==> config.mk <==
export PLATFORM = sky130hd
export DESIGN_NAME = ssfr_cfg_sched_flat
export DESIGN_NICKNAME = d
export VERILOG_FILES = /design/src/rtl/ssfr_cfg_sched_if.sv /design/src/rtl/ssfr_cfg_sched.sv /design/src/flat_wrapper.sv
export SDC_FILE = /design/constraint.sdc
export NUM_CORES = 1
export LEC_CHECK = 0
export CORE_MARGIN = 3
export CORE_UTILIZATION = 33
export CTS_BUF_LIST = sky130_fd_sc_hd__clkbuf_16
export CTS_CLUSTER_SIZE = 20
export DETAILED_ROUTE_END_ITERATION = 6
export PLACE_DENSITY_LB_ADDON = 0.12
export SYNTH_ARGS = -nofsm -noshare
export SYNTH_HDL_FRONTEND = slang
export SYNTH_SLANG_ARGS = --single-unit
==> constraint.sdc <==
create_clock -name CLKEXT -period 2.45 [get_ports CLKEXT]
set_input_delay 0.3675 -clock CLKEXT [delete_from_list [all_inputs] [get_ports CLKEXT]]
set_output_delay 0.3675 -clock CLKEXT [all_outputs]
set_load 0.005 [all_outputs]
==> src/rtl/ssfr_cfg_sched_if.sv <==
// Bus bundle for ssfr_cfg_sched: table load port, sequence control, host SSFR
// write path and the SSFR write port (DA/DB/EN_CONFIG) to the register.
interface ssfr_cfg_sched_if #(
    parameter int LW = 2
);
    logic          TBL_WE;
    logic [LW-1:0] TBL_ADDR;
    logic [15:0]   TBL_DATA;
    logic          START;
    logic          LAYER_DONE;
    logic          HOST_REQ;
    logic [7:0]    HOST_DA;
    logic [7:0]    HOST_DB;
    logic          HOST_GNT;
    logic [7:0]    DA;
    logic [7:0]    DB;
    logic          EN_CONFIG;
    logic          LAYER_START;
    logic [LW-1:0] LAYER_IDX;
    logic          BUSY;
    logic          DONE;
    logic          ERR;

    modport master (
        output TBL_WE, TBL_ADDR, TBL_DATA, START, LAYER_DONE,
               HOST_REQ, HOST_DA, HOST_DB,
        input  HOST_GNT, DA, DB, EN_CONFIG, LAYER_START, LAYER_IDX,
               BUSY, DONE, ERR
    );

    modport slave (
        input  TBL_WE, TBL_ADDR, TBL_DATA, START, LAYER_DONE,
               HOST_REQ, HOST_DA, HOST_DB,
        output HOST_GNT, DA, DB, EN_CONFIG, LAYER_START, LAYER_IDX,
               BUSY, DONE, ERR
    );
endinterface

==> src/rtl/ssfr_cfg_sched.sv <==
// Per-layer SSFR configuration scheduler with host write arbitration.
// Optional WAIT watchdog enabled by defining SSFR_SCHED_WDOG_EN.
module ssfr_cfg_sched #(
    parameter int NUM_LAYERS = 3,
    parameter int LW         = 2,
    parameter int SETTLE_CYC = 2,
    parameter int TIMEOUT    = 1024
) (
    input logic              CLKEXT,
    input logic              RST,
    ssfr_cfg_sched_if.slave  bus
);
    localparam logic [15:0]   SSFR_POR  = 16'h2280;
    localparam logic [LW:0]   NL_W      = (LW+1)'(NUM_LAYERS);
    localparam logic [LW-1:0] LAST_IDX  = LW'(NUM_LAYERS - 1);
    localparam logic [3:0]    SET_LAST  = 4'((SETTLE_CYC == 0) ? 0 : SETTLE_CYC - 1);

    typedef enum logic [2:0] {
        S_IDLE, S_CFG, S_SETTLE, S_KICK, S_WAIT, S_FIN
    } state_t;

    state_t        state_q, state_d;
    logic [LW-1:0] idx_q, idx_d;
    logic [3:0]    cnt_q, cnt_d;
    logic [15:0]   tbl_q [NUM_LAYERS];
    logic          tbl_wr;
    logic          addr_ok;

    logic          gnt_q, gnt_d;
    logic          en_q, en_d;
    logic          ls_q, ls_d;
    logic          busy_q, busy_d;
    logic          done_q, done_d;
    logic          err_q, err_d;
    logic [7:0]    da_q, db_q;
    logic [15:0]   ssfr_d;

`ifdef SSFR_SCHED_WDOG_EN
    localparam int             WDW     = (TIMEOUT > 1) ? $clog2(TIMEOUT) : 1;
    localparam logic [WDW-1:0] WD_LAST = WDW'(TIMEOUT - 1);
    logic [WDW-1:0] wd_q, wd_d;
`else
    logic unused_timeout;
    assign unused_timeout = (TIMEOUT != 0);
`endif

    assign addr_ok = ({1'b0, bus.TBL_ADDR} < NL_W);

    always_comb begin
        state_d = state_q;
        idx_d   = idx_q;
        cnt_d   = cnt_q;
        gnt_d   = 1'b0;
        en_d    = 1'b0;
        ls_d    = 1'b0;
        done_d  = 1'b0;
        err_d   = err_q;
        ssfr_d  = {da_q, db_q};
        tbl_wr  = 1'b0;
`ifdef SSFR_SCHED_WDOG_EN
        wd_d    = wd_q;
`endif
        unique case (state_q)
            S_IDLE: begin
                // START outranks the host; a pending host request waits for the next IDLE cycle
                if (bus.START) begin
                    state_d = S_CFG;
                    idx_d   = '0;
                    err_d   = 1'b0;
                end else if (bus.HOST_REQ) begin
                    gnt_d  = 1'b1;
                    en_d   = 1'b1;
                    ssfr_d = {bus.HOST_DA, bus.HOST_DB};
                end
            end
            S_CFG: begin
                cnt_d   = '0;
                state_d = (SETTLE_CYC > 0) ? S_SETTLE : S_KICK;
            end
            S_SETTLE: begin
                if (cnt_q == SET_LAST) state_d = S_KICK;
                else                   cnt_d   = cnt_q + 4'd1;
            end
            S_KICK: begin
                state_d = S_WAIT;
`ifdef SSFR_SCHED_WDOG_EN
                wd_d    = '0;
`endif
            end
            S_WAIT: begin
                if (bus.LAYER_DONE) begin
                    if (idx_q == LAST_IDX) begin
                        state_d = S_FIN;
                        done_d  = 1'b1;
                    end else begin
                        state_d = S_CFG;
                        idx_d   = idx_q + 1'b1;
                    end
                end
`ifdef SSFR_SCHED_WDOG_EN
                else if (wd_q == WD_LAST) begin
                    // Stalled layer: abort and put the SSFR back to its power-on word
                    state_d = S_FIN;
                    err_d   = 1'b1;
                    en_d    = 1'b1;
                    ssfr_d  = SSFR_POR;
                end else begin
                    wd_d = wd_q + 1'b1;
                end
`endif
            end
            S_FIN: begin
                state_d = S_IDLE;
                idx_d   = '0;
                if (bus.HOST_REQ) begin
                    gnt_d  = 1'b1;
                    en_d   = 1'b1;
                    ssfr_d = {bus.HOST_DA, bus.HOST_DB};
                end
            end
            default: state_d = S_IDLE;
        endcase

        if (state_d == S_CFG) begin
            en_d   = 1'b1;
            ssfr_d = tbl_q[idx_d];
        end
        ls_d   = (state_d == S_KICK);
        busy_d = (state_d != S_IDLE);

        if (bus.TBL_WE) begin
            if (state_q == S_IDLE && addr_ok) tbl_wr = 1'b1;
            else                              err_d  = 1'b1;
        end
    end

    always_ff @(posedge CLKEXT) begin
        if (RST) begin
            state_q <= S_IDLE;
            idx_q   <= '0;
            cnt_q   <= '0;
            gnt_q   <= 1'b0;
            en_q    <= 1'b0;
            ls_q    <= 1'b0;
            busy_q  <= 1'b0;
            done_q  <= 1'b0;
            err_q   <= 1'b0;
            da_q    <= '0;
            db_q    <= '0;
            for (int i = 0; i < NUM_LAYERS; i++) tbl_q[i] <= SSFR_POR;
`ifdef SSFR_SCHED_WDOG_EN
            wd_q    <= '0;
`endif
        end else begin
            state_q <= state_d;
            idx_q   <= idx_d;
            cnt_q   <= cnt_d;
            gnt_q   <= gnt_d;
            en_q    <= en_d;
            ls_q    <= ls_d;
            busy_q  <= busy_d;
            done_q  <= done_d;
            err_q   <= err_d;
            da_q    <= ssfr_d[15:8];
            db_q    <= ssfr_d[7:0];
            if (tbl_wr) tbl_q[bus.TBL_ADDR] <= bus.TBL_DATA;
`ifdef SSFR_SCHED_WDOG_EN
            wd_q    <= wd_d;
`endif
        end
    end

    assign bus.HOST_GNT    = gnt_q;
    assign bus.EN_CONFIG   = en_q;
    assign bus.LAYER_START = ls_q;
    assign bus.LAYER_IDX   = idx_q;
    assign bus.BUSY        = busy_q;
    assign bus.DONE        = done_q;
    assign bus.ERR         = err_q;
    assign bus.DA          = da_q;
    assign bus.DB          = db_q;
endmodule
==> src/flat_wrapper.sv <==
// flat-port wrapper written by rule: the top's interface ports become plain ports
module ssfr_cfg_sched_flat 
#(
    parameter int NUM_LAYERS = 3,
    parameter int LW         = 2,
    parameter int SETTLE_CYC = 2,
    parameter int TIMEOUT    = 1024
)
  (CLKEXT, RST, bus_TBL_WE, bus_TBL_ADDR, bus_TBL_DATA, bus_START, bus_LAYER_DONE, bus_HOST_REQ, bus_HOST_DA, bus_HOST_DB, bus_HOST_GNT, bus_DA, bus_DB, bus_EN_CONFIG, bus_LAYER_START, bus_LAYER_IDX, bus_BUSY, bus_DONE, bus_ERR);
  ssfr_cfg_sched_if #(.LW(LW)) bus_i ();
  input logic CLKEXT;
  input logic RST;
  input wire logic [$bits(bus_i.TBL_WE)-1:0] bus_TBL_WE;
  input wire logic [$bits(bus_i.TBL_ADDR)-1:0] bus_TBL_ADDR;
  input wire logic [$bits(bus_i.TBL_DATA)-1:0] bus_TBL_DATA;
  input wire logic [$bits(bus_i.START)-1:0] bus_START;
  input wire logic [$bits(bus_i.LAYER_DONE)-1:0] bus_LAYER_DONE;
  input wire logic [$bits(bus_i.HOST_REQ)-1:0] bus_HOST_REQ;
  input wire logic [$bits(bus_i.HOST_DA)-1:0] bus_HOST_DA;
  input wire logic [$bits(bus_i.HOST_DB)-1:0] bus_HOST_DB;
  output wire logic [$bits(bus_i.HOST_GNT)-1:0] bus_HOST_GNT;
  output wire logic [$bits(bus_i.DA)-1:0] bus_DA;
  output wire logic [$bits(bus_i.DB)-1:0] bus_DB;
  output wire logic [$bits(bus_i.EN_CONFIG)-1:0] bus_EN_CONFIG;
  output wire logic [$bits(bus_i.LAYER_START)-1:0] bus_LAYER_START;
  output wire logic [$bits(bus_i.LAYER_IDX)-1:0] bus_LAYER_IDX;
  output wire logic [$bits(bus_i.BUSY)-1:0] bus_BUSY;
  output wire logic [$bits(bus_i.DONE)-1:0] bus_DONE;
  output wire logic [$bits(bus_i.ERR)-1:0] bus_ERR;
  assign bus_i.TBL_WE = bus_TBL_WE;
  assign bus_i.TBL_ADDR = bus_TBL_ADDR;
  assign bus_i.TBL_DATA = bus_TBL_DATA;
  assign bus_i.START = bus_START;
  assign bus_i.LAYER_DONE = bus_LAYER_DONE;
  assign bus_i.HOST_REQ = bus_HOST_REQ;
  assign bus_i.HOST_DA = bus_HOST_DA;
  assign bus_i.HOST_DB = bus_HOST_DB;
  assign bus_HOST_GNT = bus_i.HOST_GNT;
  assign bus_DA = bus_i.DA;
  assign bus_DB = bus_i.DB;
  assign bus_EN_CONFIG = bus_i.EN_CONFIG;
  assign bus_LAYER_START = bus_i.LAYER_START;
  assign bus_LAYER_IDX = bus_i.LAYER_IDX;
  assign bus_BUSY = bus_i.BUSY;
  assign bus_DONE = bus_i.DONE;
  assign bus_ERR = bus_i.ERR;
  ssfr_cfg_sched #(.NUM_LAYERS(NUM_LAYERS), .LW(LW), .SETTLE_CYC(SETTLE_CYC), .TIMEOUT(TIMEOUT)) u_core (.CLKEXT(CLKEXT), .RST(RST), .bus(bus_i));
endmodule
Yosys cells after proc, flatten, opt, wreduce, memory -nomap -nowiden
Memory sizes are Yosys's and may differ from the RTL's.
Cells that the tools add are included.
{"block": "totals", "mem_count": 1, "latch_bits": 0, "mem_bits_rw": 48, "out_inout_bits": 24, "reg_bits": 31, "word_cells": 71, "romBits": 0}
{"block": "classes", "n_addsub": 2, "n_eq_ne": 11, "n_shift": 0, "n_bitwise": 2, "reduce_logical": 9, "mux": 34, "multipliers": 0, "order_cmp": 1, "n_div": 0}
{"memory": "u_core.tbl_q", "depth": 3, "width": 16, "rd": 1, "rd_clocked_by_memory_dff": 0, "write_ports": 3, "line_no": "ssfr_cfg_sched.sv:25", "source": "logic [15:0] tbl_q [NUM_LAYERS];"}
{"cell": "16-bit 2-to-1 mux", "n": 4}
{"cell": "16-bit one-hot mux with 2 select lines", "n": 1}
{"cell": "1-bit 2-to-1 mux", "n": 16}
{"cell": "16-bit OR reduction", "n": 1}
{"cell": "3-bit one-hot mux with 5 select lines", "n": 1}
{"cell": "3-bit 2-to-1 mux", "n": 4}
{"cell": "3-bit by 2-bit equality test with 1-bit output, second input constant", "n": 3}
{"cell": "2-bit 2-to-1 mux", "n": 4}
{"cell": "4-bit one-hot mux with 2 select lines", "n": 1}
{"cell": "3-bit by 1-bit equality test with 1-bit output, second input constant", "n": 2}
{"cell": "3-bit equality test, second input constant", "n": 2}
{"cell": "2-bit one-hot mux with 3 select lines", "n": 1}
{"cell": "3-bit nonzero test", "n": 2}
{"cell": "4-bit by 1-bit adder with 4-bit output, second input constant", "n": 1}
{"cell": "4-bit by 1-bit equality test with 1-bit output, second input constant", "n": 1}
{"cell": "4-bit 2-to-1 mux", "n": 1}
{"cell": "2-bit AND reduction", "n": 2}
{"cell": "3-bit logical NOT", "n": 1}
{"cell": "3-bit by 2-bit inequality test with 1-bit output, second input constant", "n": 1}
{"cell": "3-bit OR reduction", "n": 1}
{"cell": "2-bit by 1-bit adder with 2-bit output, second input constant", "n": 1}
{"cell": "2-bit equality test, second input constant", "n": 1}
{"cell": "2-bit less-than comparator, second input constant", "n": 1}
{"cell": "2-bit inequality test, second input constant", "n": 1}
{"cell": "other kinds (4)", "n": 5}

Longest topological paths before layout
Gate-level depths: netlist of run 1.
{"block": "depth", "word_depth": 9, "mapped_depth": 11}

Worst setup path after synthesis of run 1
OpenSTA, ideal clock, no wires.
{"block": "synth_timing", "kind": "register -> register", "start": "register u_core.idx_q[0], in the netlist u_core.bus.LAYER_IDX[0]", "end": "register u_core.da_q[0], in the netlist u_core.bus.DA[0]", "stages_incl_launch_ff": 11, "setup_ps": 137, "t_arrival_ps": 2202, "required_time_ps": 2313, "path_slack_ps": 111, "n_path_buf": 3, "path_cell_list": "dfxtp_1 clkbuf_1 buf_1 inv_1 ha_1 nor2b_1 o221ai_1 a21o_1 buf_4 a211oi_1 a211oi_1"}
{"block": "synth_between", "elab_chain_len": 7, "word_cells_on_any_way": 15}
{"item": "start: declaration", "line_no": "ssfr_cfg_sched.sv:23", "source": "logic [LW-1:0] idx_q, idx_d;"}
{"item": "start signal: assignment", "line_no": "ssfr_cfg_sched.sv:156", "source": "idx_q <= idx_d;"}
{"item": "2-bit equality test", "line_no": "ssfr_cfg_sched.sv:92", "source": "if (idx_q == LAST_IDX) begin"}
{"item": "3-bit 2-to-1 mux", "line_no": "ssfr_cfg_sched.sv:92"}
{"item": "3-bit 2-to-1 mux", "line_no": "ssfr_cfg_sched.sv:91", "source": "if (bus.LAYER_DONE) begin"}
{"item": "3-bit one-hot mux with 5 select lines", "line_no": "ssfr_cfg_sched.sv:63", "source": "unique case (state_q)"}
{"item": "3-bit by 1-bit equality test with 1-bit output", "line_no": "ssfr_cfg_sched.sv:124", "source": "if (state_d == S_CFG) begin"}
{"item": "3-bit by 2-bit inequality test with 1-bit output (no source line) or 3-bit nonzero test (tied branches)"}
{"item": "2-bit AND reduction (no source line)"}
{"item": "end signal: assignment", "line_no": "ssfr_cfg_sched.sv:164", "source": "da_q <= ssfr_d[15:8];"}
{"item": "end: declaration", "line_no": "ssfr_cfg_sched.sv:35", "source": "logic [7:0] da_q, db_q;"}
Parallel ways exist; a longest one is shown, timed or not.
A chain may end at the register's enable or synchronous reset.

Worst setup path after layout of run 1
{"block": "layout_timing", "start": "register u_core.state_q[2]", "end": "register u_core.da_q[0], in the netlist u_core.bus.DA[0]"}
{"block": "layout_between", "elab_chain_len": 5, "word_cells_on_any_way": 18}
{"item": "start: declaration", "line_no": "ssfr_cfg_sched.sv:22", "source": "state_t state_q, state_d;"}
{"item": "start signal: assignment", "line_no": "ssfr_cfg_sched.sv:155", "source": "state_q <= state_d;"}
{"item": "3-bit equality test, or another cell as far along", "line_no": "ssfr_cfg_sched.sv:63"}
{"item": "3-bit one-hot mux with 5 select lines", "line_no": "ssfr_cfg_sched.sv:63"}
{"item": "3-bit by 1-bit equality test with 1-bit output", "line_no": "ssfr_cfg_sched.sv:124"}
{"item": "3-bit by 2-bit inequality test with 1-bit output (no source line) or 3-bit nonzero test (tied branches)"}
{"item": "2-bit AND reduction (no source line)"}
Parallel ways exist; a longest one is shown, timed or not.

==> flow_metrics.env, run 1 <==
export IMPL_cp_top_family="compound AO/OA/AOI/OAI gates"
export IMPL_final_antenna_net_count=0
export IMPL_tns_ns=0
export IMPL_grt_pass1_vias=3188
export IMPL_crit_fanout=10
export IMPL_crit_slowest_cell="or3_4"
export IMPL_setup_viol=0
export IMPL_clkPwrFrac_pct=39.8
export IMPL_path_clk_slew_ns=0.06
export IMPL_maxCapViolCount=0
export IMPL_power_density_nw_per_um2=690.4
export IMPL_syn_area_per_cell_sq_um=11.91
export IMPL_numPortBuffers=63
export IMPL_r2r_start="u_core.state_q[2]"
export IMPL_path_class="flop to flop"
export IMPL_pin_count=64
export IMPL_r2r_end="u_core.bus.DA[0]"
export IMPL_drc=0
export IMPL_synth_ff_type="edfxtp_1"
export IMPL_grt_start_max_net_pins=21
export IMPL_final_cells=639
export IMPL_dp_slack_ns=0.03048
export IMPL_ir_worst_vdd_uv=436.0
export IMPL_track_usage_pct=15.85
export IMPL_period_minus_slack_ns=2.117
export IMPL_hold_class="flop to flop"
export IMPL_combPwrFrac_pct=12.9
export IMPL_relSlewSlack_pct=62.91
export IMPL_postLayoutSetupSlackWorst_ns=0.3331
export IMPL_worst_path_buf_inv=2
export IMPL_dp_cells=623
export IMPL_diodes=0
export IMPL_wirelength_microns=10900
export IMPL_critPathLaunchType="flop"
export IMPL_netlist_area_sq_um=4407
export IMPL_pwr_share_seq_pct=47.3
export IMPL_crit_cells=7
export IMPL_synthArstFlopShare_pct=0
export IMPL_slew_viol_final=0
export IMPL_dp_hpwl_microns=7232
export IMPL_p_leak_nw=2.226
export IMPL_ys_ff_latch=95
export IMPL_fmax_mhz=472.4
export IMPL_fp_dieH_microns=121.6
export IMPL_cp_slowest_stage_delay_ns=0.40
export IMPL_cts_sinks=95
export IMPL_timing_hold_worst_endpoint="u_core.cnt_q[3]"
export IMPL_syn_to_final_growth_pct=30.32
export IMPL_htree_levels=3
export IMPL_synth_edf_count=64
export IMPL_wl_per_cell_microns=17.06
export IMPL_drt_first_pass_iters=4
export IMPL_fin_skew_ns=0.006668
export IMPL_path_cells="buf_4, or3_4, a21oi_4, buf_4, mux2_2, o21ai_0, a211oi_1"
export IMPL_fp_row_count=41
export IMPL_start_util_pct=34.36
export IMPL_totalPowerFinal_mw=3.965
export IMPL_p_int_mw=3.075
export IMPL_ctsHoldBuffers=0
export IMPL_cts_tree="built"
export IMPL_vias_per_cell=4.844
export IMPL_ctsResizeCount=0
export IMPL_whs_ns=0.4668
export IMPL_switchingPower_uw=889.7
export IMPL_clockBufferDepth=2
export IMPL_worstPathRequired_ns=2.67
export IMPL_final_util_pct=44.78
export IMPL_syn_inst=370
export IMPL_rsz0062_at_grt="false"
export IMPL_endpoint_kind="flop"
export IMPL_core_area_sq_um=12820
export IMPL_root_buffer="clkbuf_16"
export IMPL_drive_gt1_share_pct=12.21
export IMPL_post_route_period_util_pct=86.40
export IMPL_p_sw_share_pct=22.44
export IMPL_die_area_sq_um=14780
export IMPL_gpl_final_weighted_congestion=0.7920
export IMPL_run_status="completed"
export IMPL_hp_start="u_core.cnt_q[3]"
export IMPL_final_cell_mix="edfxtp_1, clkdlybuf4s50_1, a211oi_1"
export IMPL_cts_buffers=9
export IMPL_dpl_cell_area_sq_um=5406
export IMPL_crit_top_cell="buf_4"
export IMPL_finish_instance_area_sq_um=5743
export IMPL_vias=3095
export IMPL_ff2ff_path_depth=7
export IMPL_gr_total_overflow=0
export IMPL_worstMarginPinSlew_ns=0.5564
export IMPL_clk_latency_ns=0.34
export IMPL_min_path_cells=2
export IMPL_synth_seq_area_share_pct=57.69
export IMPL_arrival_ns=2.34
export IMPL_ys_warn_count=0
export IMPL_grt_pass1_wl_microns=17520
export IMPL_die_w_microns=121.6
export IMPL_antenna_found_initial=0
export IMPL_post_cts_setup_buffers=0
export IMPL_hold_viol_final=0
export IMPL_synth_distinct_cells=52
export IMPL_reg2reg_slack_ns=0.33
export IMPL_layout_commonest_cell="edfxtp_1"
export IMPL_final_nets=506
export IMPL_drt_initial_drc_count=144
[how the worst max path moves through the flow]
| stage | from | slack [ns] | endpoint |
|---|---|---|---|
| floorplan | u_core.bus.LAYER_IDX[0] | 0.11 | u_core.bus.DA[0] |
| finish | u_core.state_q[2] | 0.33 | u_core.bus.DA[0] |
| CTS | u_core.state_q[2] | 0.32 | u_core.bus.DA[0] |
| global placement | bus_START | 0.02 | u_core.bus.DA[0] |
| global route | u_core.state_q[1] | 0.17 | u_core.bus.DB[6] |
| detailed placement | bus_START | 0.03 | u_core.bus.DA[0] |
[synth_stat cells, types with 2 or more instances]
| master | count | area (sq um) |
|---|---|---|
| nor2_2 | 2 | 12.51 |
| nand2b_1 | 10 | 62.56 |
| edfxtp_1 | 64 | 1922 |
| ha_1 | 4 | 50.05 |
| o21ai_0 | 17 | 85.08 |
| nor2_1 | 10 | 37.54 |
| inv_1 | 26 | 97.59 |
| dfxtp_1 | 31 | 620.6 |
| o211ai_1 | 2 | 15.01 |
| mux2i_1 | 20 | 200.2 |
| and2_1 | 39 | 244.0 |
| buf_1 | 2 | 7.510 |
| o221ai_1 | 2 | 17.52 |
| a211oi_1 | 44 | 330.3 |
| mux2_2 | 7 | 78.83 |
| o21ai_1 | 2 | 10.01 |
| nand3_1 | 2 | 10.01 |
| nand2_1 | 9 | 33.78 |
| o21a_1 | 2 | 15.01 |
| buf_4 | 4 | 30.03 |
| a22oi_1 | 2 | 15.01 |
| and3_1 | 3 | 18.77 |
| nor3b_1 | 2 | 15.01 |
| nor2b_1 | 4 | 25.02 |
| mux2_1 | 8 | 90.09 |
| nand4_1 | 2 | 12.51 |
| nor3b_2 | 2 | 25.02 |
| clkbuf_1 | 8 | 30.03 |
| nor3_1 | 3 | 15.01 |
| buf_2 | 3 | 15.01 |
| or2b_1 | 3 | 22.52 |
| a21oi_1 | 7 | 35.03 |
| a21o_1 | 2 | 15.01 |
| or2_2 | 4 | 25.02 |
[worst register-to-register path, cell delays in order (launching register included)]
cell and delay (ns):
dfxtp_1 0.38, buf_4 0.21, or3_4 0.40, a21oi_4 0.19
buf_4 0.21, mux2_2 0.35, o21ai_0 0.20, a211oi_1 0.07
[flip-flops by register name, summed over array words and instances, names as in the netlist]
register,count
u_core.bus.ERR,1
u_core.bus.DB,8
u_core.bus.DONE,1
u_core.bus.HOST_GNT,1
u_core.tbl_q,64
u_core.bus.EN_CONFIG,1
u_core.bus.LAYER_IDX,2
u_core.bus.DA,8
u_core.bus.BUSY,1
u_core.cnt_q,4
u_core.state_q,3
u_core.bus.LAYER_START,1
[metal layers]
metal | vias to the layer above | GRT usage (%) | wire, microns
met2 | 47 | 27.18 | 5402
met3 | 14 | 3.018 | 368
li1 | 1527 | - | -
met5 | - | 0 | 0
met4 | 0 | 6.022 | 189
met1 | 1507 | 19.84 | 4944
[power by group through the flow]
stage | Clock [mW] | Sequential (mW) | Combinational (mW)
after global routing | 1.68 | 1.89 | 0.564
after global placement | 0 | 1.91 | 0.513
after detailed placement | 0 | 1.91 | 0.516
after CTS | 1.61 | 1.88 | 0.520
after floorplan | 0 | 1.89 | 0.258
final | 1.58 | 1.87 | 0.510
[logic make-up after synthesis]
logic type | share of synthesized area [%]
AOI/OAI and AO/OA | 14.11
xor gates and xnor gates | 0.3976
adders and majority gates | 1.136
buffers and inverters | 4.685
DFF | 57.69
muxes | 8.376
other | 0.08510
and+or+nand+nor | 13.51
[cell type report]
type / instances / area (sq um)
inverter: 26 / 97.59
clock buffer: 9 / 225.2
clock inverter: 7 / 111.4
sequential: 95 / 2542
tap: 172 / 215.2
multi-input combinational: 245 / 1718
timing repair buffer: 85 / 833.3
fill: 1246 / 7082
Power figures use the tool's default switching activity.
==> run 2, diff against run 1 <==
--- a/config.mk
+++ b/config.mk
@@ -5,7 +5,7 @@
 export SDC_FILE = /design/constraint.sdc
 export NUM_CORES = 1
 export LEC_CHECK = 0
-export CORE_MARGIN = 3
+export CORE_MARGIN = 2
 export CORE_UTILIZATION = 33
 export CTS_BUF_LIST = sky130_fd_sc_hd__clkbuf_16
 export CTS_CLUSTER_SIZE = 20
==> run 2 against run 1 <==
Global-route usage is 0.48 points higher. Clock power hardly changed. Setup slack worse by 0.11 ns. Combinational power hardly changed.
==> flow_metrics.env, run 2 (same netlist as run 1, synthesis figures left out) <==
export IMPL_crit_fanout=14
export IMPL_fp_row_count=42
export IMPL_finish_instance_area_sq_um=5722
export IMPL_setup_viol=0
export IMPL_crit_end="u_core.bus.DB[4]"
export IMPL_drt_met1_wl_microns=5075
export IMPL_reg2reg_slack_ns=0.23
export IMPL_fp_dieH_microns=119.6
export IMPL_htree_levels=3
export IMPL_numPortBuffers=63
export IMPL_fmax_mhz=449.7
export IMPL_worstMarginPinSlew_ns=0.6477
export IMPL_p_leak_nw=2.217
export IMPL_run_status="completed"
export IMPL_die_w_microns=119.6
export IMPL_arrival_ns=2.48
export IMPL_tns_ns=0
export IMPL_grt_pass1_vias=3169
export IMPL_grt_start_max_net_pins=21
export IMPL_r2r_end="u_core.bus.DB[4]"
export IMPL_hold_class="flop to flop"
export IMPL_dp_hpwl_microns=7342
export IMPL_drc=0
export IMPL_relSlewSlack_pct=56.82
export IMPL_vias=3137
export IMPL_final_nets=504
export IMPL_cts_buffers=9
export IMPL_met3_length_microns=533
export IMPL_ir_worst_vdd_uv=360.2
export IMPL_worstPathRequired_ns=2.70
export IMPL_cts_tree="built"
export IMPL_min_path_cells=2
export IMPL_cp_slowest_stage_delay_ns=0.64
export IMPL_final_cell_mix="edfxtp_1, clkdlybuf4s50_1, a211oi_1"
export IMPL_path_cells="nor2b_1, o21ai_2, a21o_1, a211oi_1, a211oi_1"
export IMPL_top_layer="met4"
export IMPL_slew_viol_final=0
export IMPL_whs_ns=0.4712
export IMPL_gpl_final_weighted_congestion=0.7784
export IMPL_wl_met2_microns=5321
export IMPL_final_antenna_net_count=0
export IMPL_root_buffer="clkbuf_16"
export IMPL_r2r_start="u_core.state_q[0]"
export IMPL_final_util_pct=43.55
export IMPL_critPathLaunchType="flop"
export IMPL_diodes=0
export IMPL_grt_pass1_wl_microns=17600
export IMPL_post_cts_setup_buffers=0
export IMPL_path_class="flop to flop"
export IMPL_pin_count=64
export IMPL_drt_initial_drc_count=223
export IMPL_cp_top_family="compound AO/OA/AOI/OAI gates"
export IMPL_period_minus_slack_ns=2.224
export IMPL_top_register="u_core.tbl_q"
export IMPL_totalPowerFinal_mw=3.990
export IMPL_worst_path_buf_inv=0
export IMPL_ff2ff_path_depth=5
export IMPL_syn_to_final_growth_pct=29.84
export IMPL_clockBufferDepth=2
export IMPL_ctsHoldBuffers=0
export IMPL_dpl_cell_area_sq_um=5384
export IMPL_layout_commonest_cell="edfxtp_1"
export IMPL_power_density_nw_per_um2=697.3
export IMPL_wl_per_cell_microns=17.32
export IMPL_clk_latency_ns=0.34
export IMPL_crit_cells=5
export IMPL_cts_sinks=95
export IMPL_maxCapViolCount=0
export IMPL_hold_viol_final=0
export IMPL_largest_reg_flops=64
export IMPL_core_area_sq_um=13140
export IMPL_ctsResizeCount=0
export IMPL_crit_top_cell="a211oi_1"
export IMPL_drt_first_pass_iters=4
export IMPL_start_util_pct=33.54
export IMPL_crit_slowest_cell="dfxtp_1"
export IMPL_path_clk_slew_ns=0.07
export IMPL_vias_per_cell=4.894
export IMPL_rsz0062_at_grt="false"
export IMPL_gr_total_overflow=0
export IMPL_drive_gt1_share_pct=12.04
export IMPL_fin_skew_ns=0.004907
export IMPL_wirelength_microns=11100
export IMPL_startpoint="u_core.state_q[0]"
export IMPL_track_usage_pct=16.33
export IMPL_endpoint_kind="flop"
export IMPL_antenna_found_initial=0
export IMPL_die_area_sq_um=14290
export IMPL_post_route_period_util_pct=90.77
==> run 2: worst min-delay path by stage <==
stage,start,endpoint,slack [ns]
after floorplan,u_core.cnt_q[3],u_core.cnt_q[3],0.44
after global placement,u_core.cnt_q[3],u_core.cnt_q[3],0.45
after detailed placement,u_core.cnt_q[3],u_core.cnt_q[3],0.46
after CTS,u_core.cnt_q[3],u_core.cnt_q[3],0.48
after global routing,u_core.cnt_q[3],u_core.cnt_q[3],0.51
final,u_core.cnt_q[3],u_core.cnt_q[3],0.47
==> run 2: report_power, final <==
group	switching, mW	leakage (nW)	internal, mW
clock	0.606	0.171	0.992
combinational	0.247	1.17	0.266
sequential	0.0597	0.880	1.82
total	0.913	2.22	3.08
==> run 2: worst reg2reg max path: cells and delay by family (launching register included) <==
kind,cells,cell delay (ns)
AND/OR/NAND/NOR,1,0.14
AO/OA/AOI/OAI,4,1.35
flip-flops,1,0.64
==> run 2: final cells by class <==
cell class / instances / area, sq um
Clock inverter: 7 / 112.6
Tap cell: 176 / 220.2
Timing Repair Buffer: 83 / 805.8
Multi-Input combinational cell: 245 / 1718
Fill cell: 1263 / 7416
Clock buffer: 9 / 225.2
Inverter: 26 / 97.59
Sequential cell: 95 / 2542
==> run 2: stage by stage <==
step	setup slack [ns]	cells
6_report	0.2261	641
5_1_grt	0.04040	641
4_1_cts	0.2353	641
3_5_place_dp	-0.01459	625
3_3_place_gp	0.03983	625
2_1_floorplan	0.1111	385
==> run 2: per-layer routing <==
metal / vias to the layer above / global-route usage [%]
li1: 1523 / -
met1: 1523 / 21.07
met2: 79 / 27.18
met3: 12 / 4.420
met4: 0 / 4.265
met5: - / 0
==> patch, RTL diff (settings of run 1) <==
Build with the macro `SSFR_SCHED_WDOG_EN` defined.
--- a/src/rtl/ssfr_cfg_sched.sv
+++ b/src/rtl/ssfr_cfg_sched.sv
@@ -2,2 +2,4 @@
 // Optional WAIT watchdog enabled by defining SSFR_SCHED_WDOG_EN.
+`define SSFR_SCHED_WDOG_EN
+
 module ssfr_cfg_sched #(
Check against the original RTL: no difference found for any inputs over 10 cycles, from zero or initial values and one cycle with RST high; that may be too few to reach the edited logic, so the function may still have changed.
==> patch against run 1 <==
First-iteration DRC count is 24% lower. Wire length is 3.1% higher. Total power is 3.6% lower. Sequential cell count is 10 higher. Fmax is 9.9% lower. Count of clock-buffer cells in the layout stayed put. Global-route usage is 0.84 points lower. Final area is 6.9% higher. Clock power is 13% lower. Sequential share of layout area is 0.40 points higher. Synthesized cell count is 3.5% lower. Area after synthesis is 7.0% higher. Setup slack worse by 0.23 ns. Critical path type is now in2reg.
==> patch: results (changes against run 1) <==
[global_route]
grt_pass1_wl_um=18220  ; +4.0%
grtUsageTotal=0.1501  ; -0.008388
met3_usage=0.02777  ; -0.002411
met1_usage=0.2163  ; +0.01786
globalRouteMet2Util=0.2250  ; -0.04686
first_global_vias=3218  ; +0.94%

[power]
worst_vdd_drop_mv=0.3581  ; -18%
power.static_leakage_nw=2.207  ; -0.81%
power.share.switching=0.2377  ; +0.01329
power_sequential_w=0.00202  ; +8%

[min_path]
number_of_cells_on_the_worst_hold_path=1  ; -1
min_to=u_core.bus.DA[4]

[cells_and_area]
final_cells=654  ; +2.3%
num-nets-final=514  ; +1.6%
final_layout_size_suffix_gt1_frac=0.1646  ; +0.04250

[placed_design]
placed_cell_area_um2=5852  ; +8.2%
pre_cts_ws_ns=-0.2911  ; -0.3215 ns
finalWeightedCongestion=0.8683  ; +9.6%

[logic_synthesis]
cell_variety_after_synth=62  ; +19%
syn_area_per_cell_um2=13.20  ; +11%
post_synth_most_frequent_cells=64 x sky130_fd_sc_hd__edfxtp_1, 48 x sky130_fd_sc_hd__and2_1, 41 x sky130_fd_sc_hd__dfxtp_1
fraction_of_the_yosys_area_taken_by_sequential_cells=0.5819  ; +0.004950

[drt]
per_cell_via_count_in_the_routed_design=4.827  ; -0.34%
routed-wl-met2_um=5050  ; -6.5%
wirelength_met1_um=5533  ; +12%
wl_met3_um=460  ; +25%

[worst_setup_path]
r2r_start=u_core.state_q[0]
timing.critical_path.to=u_core.bus.DA[5]
setup.worst_path.start=bus_LAYER_DONE
reg2reg_depth=6  ; -1
crit_family=buffers and inverters
critPathSlowestCell=sky130_fd_sc_hd__mux4_1

[status]
status=completed

[timing]
final.period_utilization=0.9591  ; +0.09509

## patch: cells by family (layout without fill, tap and decap cells)
family                     after synthesis  in the layout  synth area share
buffers and inverters                   22            124           0.02681
other                                    1             16         0.0007956
AOI/OAI and AO/OA                       51             51           0.08999
xor gates and xnor gates                10             10           0.01858
muxes                                   18             18           0.08601
adders and majority gates                5              5           0.01327
DFF                                    105            105            0.5819
and+or+nand+nor                        145            145            0.1826
## patch: stage by stage
stage	power, W	setup TNS [ns]
3_3_place_gp	0.002487	-3.344
3_5_place_dp	0.002492	-3.742
2_1_floorplan	0.002232	0
4_1_cts	0.003870	0
6_report	0.003822	0
5_1_grt	0.003975	0
## patch: cell type report
cell class / count / area (um^2) / area share
clock inverters: 7 / 51.30 / 0.008352
inverters: 6 / 22.52 / 0.003667
multi-input cells: 245 / 1913 / 0.3115
repair buffers: 102 / 960.9 / 0.1564
well taps: 180 / 225.2 / 0.03667
flip-flops and latches: 105 / 2744 / 0.4467
clock buffers: 9 / 225.2 / 0.03667
